File: src/rtl/axis_level_trigger_pkg.sv
// Shared types for the level/edge trigger stage: FSM state encoding and slope select values.
package axis_trigger_pkg;

    typedef enum logic [1:0] {
        IDLE    = 2'd0,
        ARMED   = 2'd1,
        HOLDOFF = 2'd2
    } trig_state_t;

    localparam logic SLOPE_RISING  = 1'b0;
    localparam logic SLOPE_FALLING = 1'b1;

endpackage

File: src/rtl/axis_level_trigger_if.sv
// AXI-Stream bundle used on both sides of the trigger stage; tuser is only produced on the master side.
interface axis_level_trigger_if #(
    parameter int DATA_WIDTH = 24
);
    logic [DATA_WIDTH-1:0]   tdata;
    logic [DATA_WIDTH/8-1:0] tstrb;
    logic                    tvalid;
    logic                    tlast;
    logic                    tuser;
    logic                    tready;

    modport master (output tdata, tstrb, tvalid, tlast, tuser, input tready);
    modport slave  (input tdata, tstrb, tvalid, tlast, output tready);
endinterface

File: src/rtl/axis_level_trigger_pipe_reg.sv
// Single-stage valid/ready register for a packed payload; full throughput, holds under back-pressure.
module axis_pipe_reg #(
    parameter int WIDTH = 8
) (
    input  logic             clk,
    input  logic             srst_n,
    input  logic             s_valid,
    output logic             s_ready,
    input  logic [WIDTH-1:0] s_payload,
    output logic             m_valid,
    input  logic             m_ready,
    output logic [WIDTH-1:0] m_payload
);
    logic             valid_reg;
    logic [WIDTH-1:0] payload_reg;

    assign s_ready   = !valid_reg || m_ready;
    assign m_valid   = valid_reg;
    assign m_payload = payload_reg;

    always_ff @(posedge clk) begin
        if (!srst_n) begin
            valid_reg   <= 1'b0;
            payload_reg <= '0;
        end else if (s_ready) begin
            valid_reg <= s_valid;
            if (s_valid) begin
                payload_reg <= s_payload;
            end
        end
    end
endmodule

File: src/rtl/axis_level_trigger.sv
// Pass-through AXI-Stream stage that tags the beat crossing a signed level and pulses trigger on its transfer.
// Optional hysteresis arming is enabled by defining AXIS_LEVEL_TRIGGER_HYST_EN.
module axis_level_trigger
    import axis_trigger_pkg::*;
#(
    parameter int DATA_WIDTH    = 24,
    parameter int HOLDOFF_WIDTH = 16
) (
    input  logic                     aclk,
    input  logic                     aresetn,
    input  logic                     arm,
    input  logic                     slope,
    input  logic [DATA_WIDTH-1:0]    level,
    input  logic [HOLDOFF_WIDTH-1:0] holdoff,
`ifdef AXIS_LEVEL_TRIGGER_HYST_EN
    input  logic [DATA_WIDTH-1:0]    hyst,
`endif
    axis_level_trigger_if.slave      s_axis,
    axis_level_trigger_if.master     m_axis,
    output logic                     trigger,
    output logic                     armed
);
    localparam int STRB_WIDTH    = DATA_WIDTH / 8;
    localparam int PAYLOAD_WIDTH = DATA_WIDTH + STRB_WIDTH + 2;

    trig_state_t                  state_reg, state_next;
    logic [HOLDOFF_WIDTH-1:0]     cnt_reg, cnt_next;
    logic signed [DATA_WIDTH-1:0] prev_reg;
    logic                         prev_ok_reg;
    logic                         armed_reg;

    logic                         accept;
    logic                         in_ready;
    logic signed [DATA_WIDTH-1:0] cur;
    logic signed [DATA_WIDTH-1:0] lvl;
    logic                         crossing;
    logic                         qualified;
    logic                         fire;

    logic                         pipe_valid;
    logic [PAYLOAD_WIDTH-1:0]     pipe_payload;

    assign accept = s_axis.tvalid && in_ready;
    assign cur    = s_axis.tdata;
    assign lvl    = level;

    // Edge detection needs a valid previous sample taken while armed or in holdoff.
    assign crossing = prev_ok_reg &&
                      ((slope == SLOPE_RISING) ? (prev_reg < lvl && cur >= lvl)
                                               : (prev_reg > lvl && cur <= lvl));

`ifdef AXIS_LEVEL_TRIGGER_HYST_EN
    logic                       primed_reg;
    logic signed [DATA_WIDTH:0] cur_ext, lvl_ext, hyst_ext, lo_thr, hi_thr;

    assign cur_ext  = {cur[DATA_WIDTH-1], cur};
    assign lvl_ext  = {lvl[DATA_WIDTH-1], lvl};
    assign hyst_ext = {1'b0, hyst};
    assign lo_thr   = lvl_ext - hyst_ext;
    assign hi_thr   = lvl_ext + hyst_ext;

    always_ff @(posedge aclk) begin
        if (!aresetn) begin
            primed_reg <= 1'b0;
        end else if (state_reg != ARMED && state_next == ARMED) begin
            primed_reg <= 1'b0;
        end else if (state_reg == ARMED && accept &&
                     ((slope == SLOPE_RISING) ? (cur_ext < lo_thr) : (cur_ext > hi_thr))) begin
            primed_reg <= 1'b1;
        end
    end

    assign qualified = crossing && primed_reg;
`else
    assign qualified = crossing;
`endif

    assign fire = (state_reg == ARMED) && accept && qualified;

    always_comb begin
        state_next = state_reg;
        cnt_next   = cnt_reg;
        case (state_reg)
            IDLE: begin
                if (arm) state_next = ARMED;
            end
            ARMED: begin
                if (fire) begin
                    state_next = HOLDOFF;
                    cnt_next   = holdoff;
                end
            end
            HOLDOFF: begin
                // An exhausted count releases after one cycle even with no beat flowing.
                if (cnt_reg == '0) begin
                    state_next = ARMED;
                end else if (accept) begin
                    cnt_next = cnt_reg - HOLDOFF_WIDTH'(1);
                end
            end
            default: state_next = IDLE;
        endcase
        if (!arm) state_next = IDLE;
    end

    always_ff @(posedge aclk) begin
        if (!aresetn) begin
            state_reg   <= IDLE;
            cnt_reg     <= '0;
            prev_reg    <= '0;
            prev_ok_reg <= 1'b0;
            armed_reg   <= 1'b0;
        end else begin
            state_reg <= state_next;
            cnt_reg   <= cnt_next;
            armed_reg <= (state_next == ARMED);
            if (accept) prev_reg <= cur;
            if (state_reg == IDLE) begin
                prev_ok_reg <= 1'b0;
            end else if (accept) begin
                prev_ok_reg <= 1'b1;
            end
        end
    end

    axis_pipe_reg #(
        .WIDTH (PAYLOAD_WIDTH)
    ) u_pipe (
        .clk       (aclk),
        .srst_n    (aresetn),
        .s_valid   (s_axis.tvalid),
        .s_ready   (in_ready),
        .s_payload ({fire, s_axis.tlast, s_axis.tstrb, s_axis.tdata}),
        .m_valid   (pipe_valid),
        .m_ready   (m_axis.tready),
        .m_payload (pipe_payload)
    );

    assign s_axis.tready = in_ready;
    assign m_axis.tvalid = pipe_valid;
    assign {m_axis.tuser, m_axis.tlast, m_axis.tstrb, m_axis.tdata} = pipe_payload;

    assign trigger = pipe_valid && m_axis.tready && pipe_payload[PAYLOAD_WIDTH-1];
    assign armed   = armed_reg;
endmodule

File: src/flat_wrapper.sv
// flat-port wrapper written by rule: the top's interface ports become plain ports
module axis_level_trigger_flat import axis_trigger_pkg::*;
#(
    parameter int DATA_WIDTH    = 24,
    parameter int HOLDOFF_WIDTH = 16
)
  (aclk, aresetn, arm, slope, level, holdoff, trigger, armed, s_axis_tdata, s_axis_tstrb, s_axis_tvalid, s_axis_tlast, s_axis_tready, m_axis_tdata, m_axis_tstrb, m_axis_tvalid, m_axis_tlast, m_axis_tuser, m_axis_tready);
  axis_level_trigger_if #(.DATA_WIDTH(DATA_WIDTH)) s_axis_i ();
  axis_level_trigger_if #(.DATA_WIDTH(DATA_WIDTH)) m_axis_i ();
  input  logic aclk;
  input  logic aresetn;
  input  logic arm;
  input  logic slope;
  input  logic [DATA_WIDTH-1:0] level;
  input  logic [HOLDOFF_WIDTH-1:0] holdoff;
  output logic trigger;
  output logic armed;
  input wire logic [$bits(s_axis_i.tdata)-1:0] s_axis_tdata;
  input wire logic [$bits(s_axis_i.tstrb)-1:0] s_axis_tstrb;
  input wire logic [$bits(s_axis_i.tvalid)-1:0] s_axis_tvalid;
  input wire logic [$bits(s_axis_i.tlast)-1:0] s_axis_tlast;
  output wire logic [$bits(s_axis_i.tready)-1:0] s_axis_tready;
  output wire logic [$bits(m_axis_i.tdata)-1:0] m_axis_tdata;
  output wire logic [$bits(m_axis_i.tstrb)-1:0] m_axis_tstrb;
  output wire logic [$bits(m_axis_i.tvalid)-1:0] m_axis_tvalid;
  output wire logic [$bits(m_axis_i.tlast)-1:0] m_axis_tlast;
  output wire logic [$bits(m_axis_i.tuser)-1:0] m_axis_tuser;
  input wire logic [$bits(m_axis_i.tready)-1:0] m_axis_tready;
  assign s_axis_i.tdata = s_axis_tdata;
  assign s_axis_i.tstrb = s_axis_tstrb;
  assign s_axis_i.tvalid = s_axis_tvalid;
  assign s_axis_i.tlast = s_axis_tlast;
  assign s_axis_tready = s_axis_i.tready;
  assign m_axis_tdata = m_axis_i.tdata;
  assign m_axis_tstrb = m_axis_i.tstrb;
  assign m_axis_tvalid = m_axis_i.tvalid;
  assign m_axis_tlast = m_axis_i.tlast;
  assign m_axis_tuser = m_axis_i.tuser;
  assign m_axis_i.tready = m_axis_tready;
  axis_level_trigger #(.DATA_WIDTH(DATA_WIDTH), .HOLDOFF_WIDTH(HOLDOFF_WIDTH)) u_core (.aclk(aclk), .aresetn(aresetn), .arm(arm), .slope(slope), .level(level), .holdoff(holdoff), .s_axis(s_axis_i), .m_axis(m_axis_i), .trigger(trigger), .armed(armed));
endmodule
File: config.mk
export PLATFORM = sky130hd
export DESIGN_NAME = axis_level_trigger_flat
export DESIGN_NICKNAME = d
export VERILOG_FILES = /design/src/rtl/axis_level_trigger_pkg.sv /design/src/rtl/axis_level_trigger_if.sv /design/src/rtl/axis_level_trigger_pipe_reg.sv /design/src/rtl/axis_level_trigger.sv /design/src/flat_wrapper.sv
export SDC_FILE = /design/constraint.sdc
export NUM_CORES = 1
export LEC_CHECK = 0
export CAP_MARGIN = 30
export CORE_MARGIN = 10
export CORE_UTILIZATION = 50
export DETAILED_ROUTE_END_ITERATION = 10
export PLACE_DENSITY = 0.89
export SYNTH_ARGS = -nofsm -noshare
export SYNTH_HDL_FRONTEND = slang
export SYNTH_SLANG_ARGS = --single-unit
File: constraint.sdc
create_clock -name aclk -period 7.4 [get_ports aclk]
set_clock_uncertainty 0.15 [all_clocks]
set_input_delay 1.11 -clock aclk [delete_from_list [all_inputs] [get_ports aclk]]
set_output_delay 1.11 -clock aclk [all_outputs]
set_load 0.02 [all_outputs]
==> reports/qor.tcl <==
set qor(run_status) {completed}
set qor(path_clk_slew_ns) 0.09
set qor(clock_tree_from_tritoncts) {yes}
set qor(groute.usage.overall_pct) 19.1
set qor(syn-num-nets) 560
set qor(dominant_register_cell_in_the_synthesized_netlist) {sky130_fd_sc_hd__dfxtp_1}
set qor(tightest_slew_ns) 0.730
set qor(grt_most_used_layer) {met2}
set qor(worstPathCellList) {clkdlybuf4s50_1 > inv_1 > ha_1 > nand4_1 > nor4_1 > o31a_1 > o21ai_0 > a21bo_2 > a21oi_1 > a21oi_2 > buf_8 > or3_2 > a31oi_2}
set qor(clock_sink_count) 50
set qor(post_synth_most_frequent_cells) {74 x sky130_fd_sc_hd__nand2_1, 64 x sky130_fd_sc_hd__a21oi_1, 50 x sky130_fd_sc_hd__dfxtp_1}
set qor(violation_count_after_the_first_detailed_routing_iteration) 173
set qor(effective_utilization_at_floorplan_pct) 50.9
set qor(ys_ff_latch) 50
set qor(design.final.nets) 659
set qor(number_of_enable_type_register_cells_in_the_synthesized_netlist) 0
set qor(fill_cells) 552
set qor(detail_route.drc_violations) 0
set qor(cell_area_power_density_mw_per_mm2) 137
set qor(final_min_period_over_clock_period_pct) 60.3
set qor(dpl_cell_area_mm2) 0.00451
set qor(grt_start_max_net_pins) 39
set qor(postSynth.asyncResetShare_pct) 0
set qor(cpLargestDelayFamily) {compound AO/OA/AOI/OAI gates}
set qor(yosys.cell_types.count) 59
set qor(num_vias) 3573
set qor(first_pass_grt_wire_length_um) 16400
set qor(area_share_of_the_largest_cell_type_after_synthesis_pct) 29.3
set qor(hold_buffers_post_cts) 0
set qor(postSynthCellCount) 437
set qor(setup-violations-final) 0
set qor(pwr-share-clk_pct) 27.5
set qor(p_switching_mw) 0.189
set qor(leakage_power_figure_nw) 1.98
set qor(min-delay-path-class) {reg -> reg}
set qor(worst-path-max-fanout) 19
set qor(grt.met1_usage_pct) 23.0
set qor(groute.layer.met3.usage_pct) 4.09
set qor(yosysSeqAreaShare_pct) 29.3
set qor(core_area_mm2) 0.00672
set qor(die_extent_in_y_um) 103
set qor(syn_area_per_cell_um2) 7.83
set qor(first_global_vias) 3456
set qor(crit_path_start_kind) {primary input}
set qor(timing.critical_path.slowest_cell_delay_ns) 0.50
set qor(power.total_mw) 0.630
set qor(switching_share_pct) 29.9
set qor(postLayoutCellArea_mm2) 0.00461
set qor(cts.htree.levels) 2
set qor(place.gp.congestion) 0.911
set qor(use_met2_pct) 33.2
set qor(initial_antenna_violation_count) 0
set qor(slowest_cell_on_the_critical_path) {sky130_fd_sc_hd__nor4_1}
set qor(data_arrival_time_of_the_worst_path_ns) 4.55
set qor(power_report.internal_total_mw) 0.441
set qor(area_growth_pct) 34.7
set qor(detail_route.wirelength_um) 10400
set qor(port_buffers) 106
set qor(post_cts_setup_inserts) 0
set qor(comb_power_share_pct) 26.9
set qor(finalHoldViolCount) 0
set qor(worst_skew_pair.late_latency_ns) 0.31
set qor(detail_route.wl_per_cell_um) 16.8
set qor(utilization_pct) 68.5
set qor(floorplan.rows) 30
set qor(totalNegativeSetupSlack_ns) 0
set qor(regToRegStartpoint) {u_core.u_pipe.m_payload[23]}
set qor(largest_register_ffs) 29
set qor(pwr-share-seq_pct) 45.7
set qor(cts_buffer_count) 5
set qor(yosys.area.top_type) {sky130_fd_sc_hd__dfxtp_1}
set qor(root_buffer) {sky130_fd_sc_hd__clkbuf_8}
set qor(hold_start) {u_core.u_pipe.m_payload[27]}
set qor(post_synth_instance_area_mm2) 0.00342
set qor(yosysMostFrequentCell) {sky130_fd_sc_hd__nand2_1}
set qor(crit_type) {in -> reg}
set qor(i_o_pin_cnt) 107
set qor(max_freq_mhz) 224
set qor(final_max_slew_viol_count) 0
set qor(grt_overflow_total) 0
set qor(cp-startpoint) {level[23]}
set qor(antenna_cells) 0
set qor(worstSetupEndpointType) {flop}
set qor(clockBufferDepth) 2
set qor(critical_path_buf_inv_count) 3
set qor(drive_above_1_share_pct) 6.52
set qor(synth-warning-count) 0
set qor(cap_violations) 0
set qor(per_cell_via_count_in_the_routed_design) 5.79
set qor(synth.top_cells.by_area) {sky130_fd_sc_hd__dfxtp_1 29%, sky130_fd_sc_hd__ha_1 18%, sky130_fd_sc_hd__a21oi_1 9.4%}
set qor(peak_supply_drop_mv) 0.0935
set qor(die_area_mm2) 0.0105
set qor(timing.hold.ws_ns) 0.308
set qor(layout_min_cycle_time_ns) 4.46
set qor(worst_slew_margin_rel_pct) 51.0
set qor(dpl.hpwl_um) 8130
set qor(postCtsResizedCells) 0
set qor(required_ns) 7.49
set qor(grt_setup_unrepaired) {no}
set qor(drt_pass1_iterations) 5
set qor(chipWidth_um) 103
set qor(final_antenna_net_count) 0
[worst min-delay path, stage by stage (launching register included)]
cell                      delay (ns)
sky130_fd_sc_hd__dfxtp_1        0.32
sky130_fd_sc_hd__nand2_1        0.05
sky130_fd_sc_hd__a21oi_1        0.05
[final timing paths]
kind / end / slack (ns) / cells past startpoint
worst min register to register: u_core.u_pipe.m_payload[27] / 0.31 / 2
worst max register to register: u_core.cnt_reg[0] / 3.93 / 11
worst min-delay path: u_core.u_pipe.m_payload[27] / 0.31 / 2
worst max-delay path: u_core.cnt_reg[0] / 2.94 / 13
[layout make-up]
type / instances / area [µm²] / share of cell area (%)
multi-input cells: 335 / 2170 / 47.2
well taps: 80 / 100 / 2.17
repair buffers: 111 / 1110 / 24.2
clock inverters: 2 / 12.5 / 0.272
inverters: 33 / 124 / 2.69
clock buffers: 6 / 82.6 / 1.79
flip-flops and latches: 50 / 1000 / 21.7
[layout by cell type, fill, tap and decap left out, types with 2 or more instances in the layout]
cell and count:
sky130_fd_sc_hd__nor4_1 5, sky130_fd_sc_hd__dfxtp_1 50, sky130_fd_sc_hd__nand2_2 2, sky130_fd_sc_hd__a31oi_1 2, sky130_fd_sc_hd__a21o_1 7, sky130_fd_sc_hd__clkbuf_8 6, sky130_fd_sc_hd__nor3_1 10, sky130_fd_sc_hd__a22oi_1 3
sky130_fd_sc_hd__nand3_1 8, sky130_fd_sc_hd__or3_2 2, sky130_fd_sc_hd__o32ai_1 2, sky130_fd_sc_hd__or3_4 2, sky130_fd_sc_hd__nand2_1 74, sky130_fd_sc_hd__a211oi_1 4, sky130_fd_sc_hd__and2_1 2, sky130_fd_sc_hd__o221a_1 2
sky130_fd_sc_hd__buf_8 2, sky130_fd_sc_hd__nand4_1 10, sky130_fd_sc_hd__a21boi_0 2, sky130_fd_sc_hd__nor2b_1 3, sky130_fd_sc_hd__o21ai_0 10, sky130_fd_sc_hd__a211o_1 2, sky130_fd_sc_hd__or2_2 2, sky130_fd_sc_hd__o211ai_1 8
sky130_fd_sc_hd__ha_1 49, sky130_fd_sc_hd__a21oi_1 64, sky130_fd_sc_hd__buf_4 3, sky130_fd_sc_hd__o31ai_1 7, sky130_fd_sc_hd__clkdlybuf4s50_1 106, sky130_fd_sc_hd__a221oi_1 2, sky130_fd_sc_hd__nor2_1 29, sky130_fd_sc_hd__inv_1 31
[per-layer routing]
layer	wire length, µm	up-vias
li1	-	1758
met1	4440	1641
met2	4910	152
met3	841	22
met4	191	0
met5	0	-
[metrics by stage]
stage	cells	setup WS [ns]
global placement	607	2.52
floorplan	437	3.72
CTS	617	2.96
global route	617	2.69
finish	617	2.94
detailed placement	609	2.64
[logic make-up after synthesis]
family	count (synthesis)	share of synthesized area, %
AND/OR/NAND/NOR	160	22.0
AO/OA/AOI/OAI	126	23.6
buffers and inverters	52	7.21
adder cells (fa/ha/maj)	49	17.9
flip-flops	50	29.3
[power by group through the flow]
stage | clock, mW | combinational [mW] | sequential (mW)
CTS | 0.175 | 0.169 | 0.287
finish | 0.173 | 0.169 | 0.287
detailed placement | 0 | 0.167 | 0.294
floorplan | 0 | 0.0722 | 0.304
global route | 0.184 | 0.186 | 0.289
global placement | 0 | 0.161 | 0.293
Note: power is estimated with default switching activity, not from simulation.
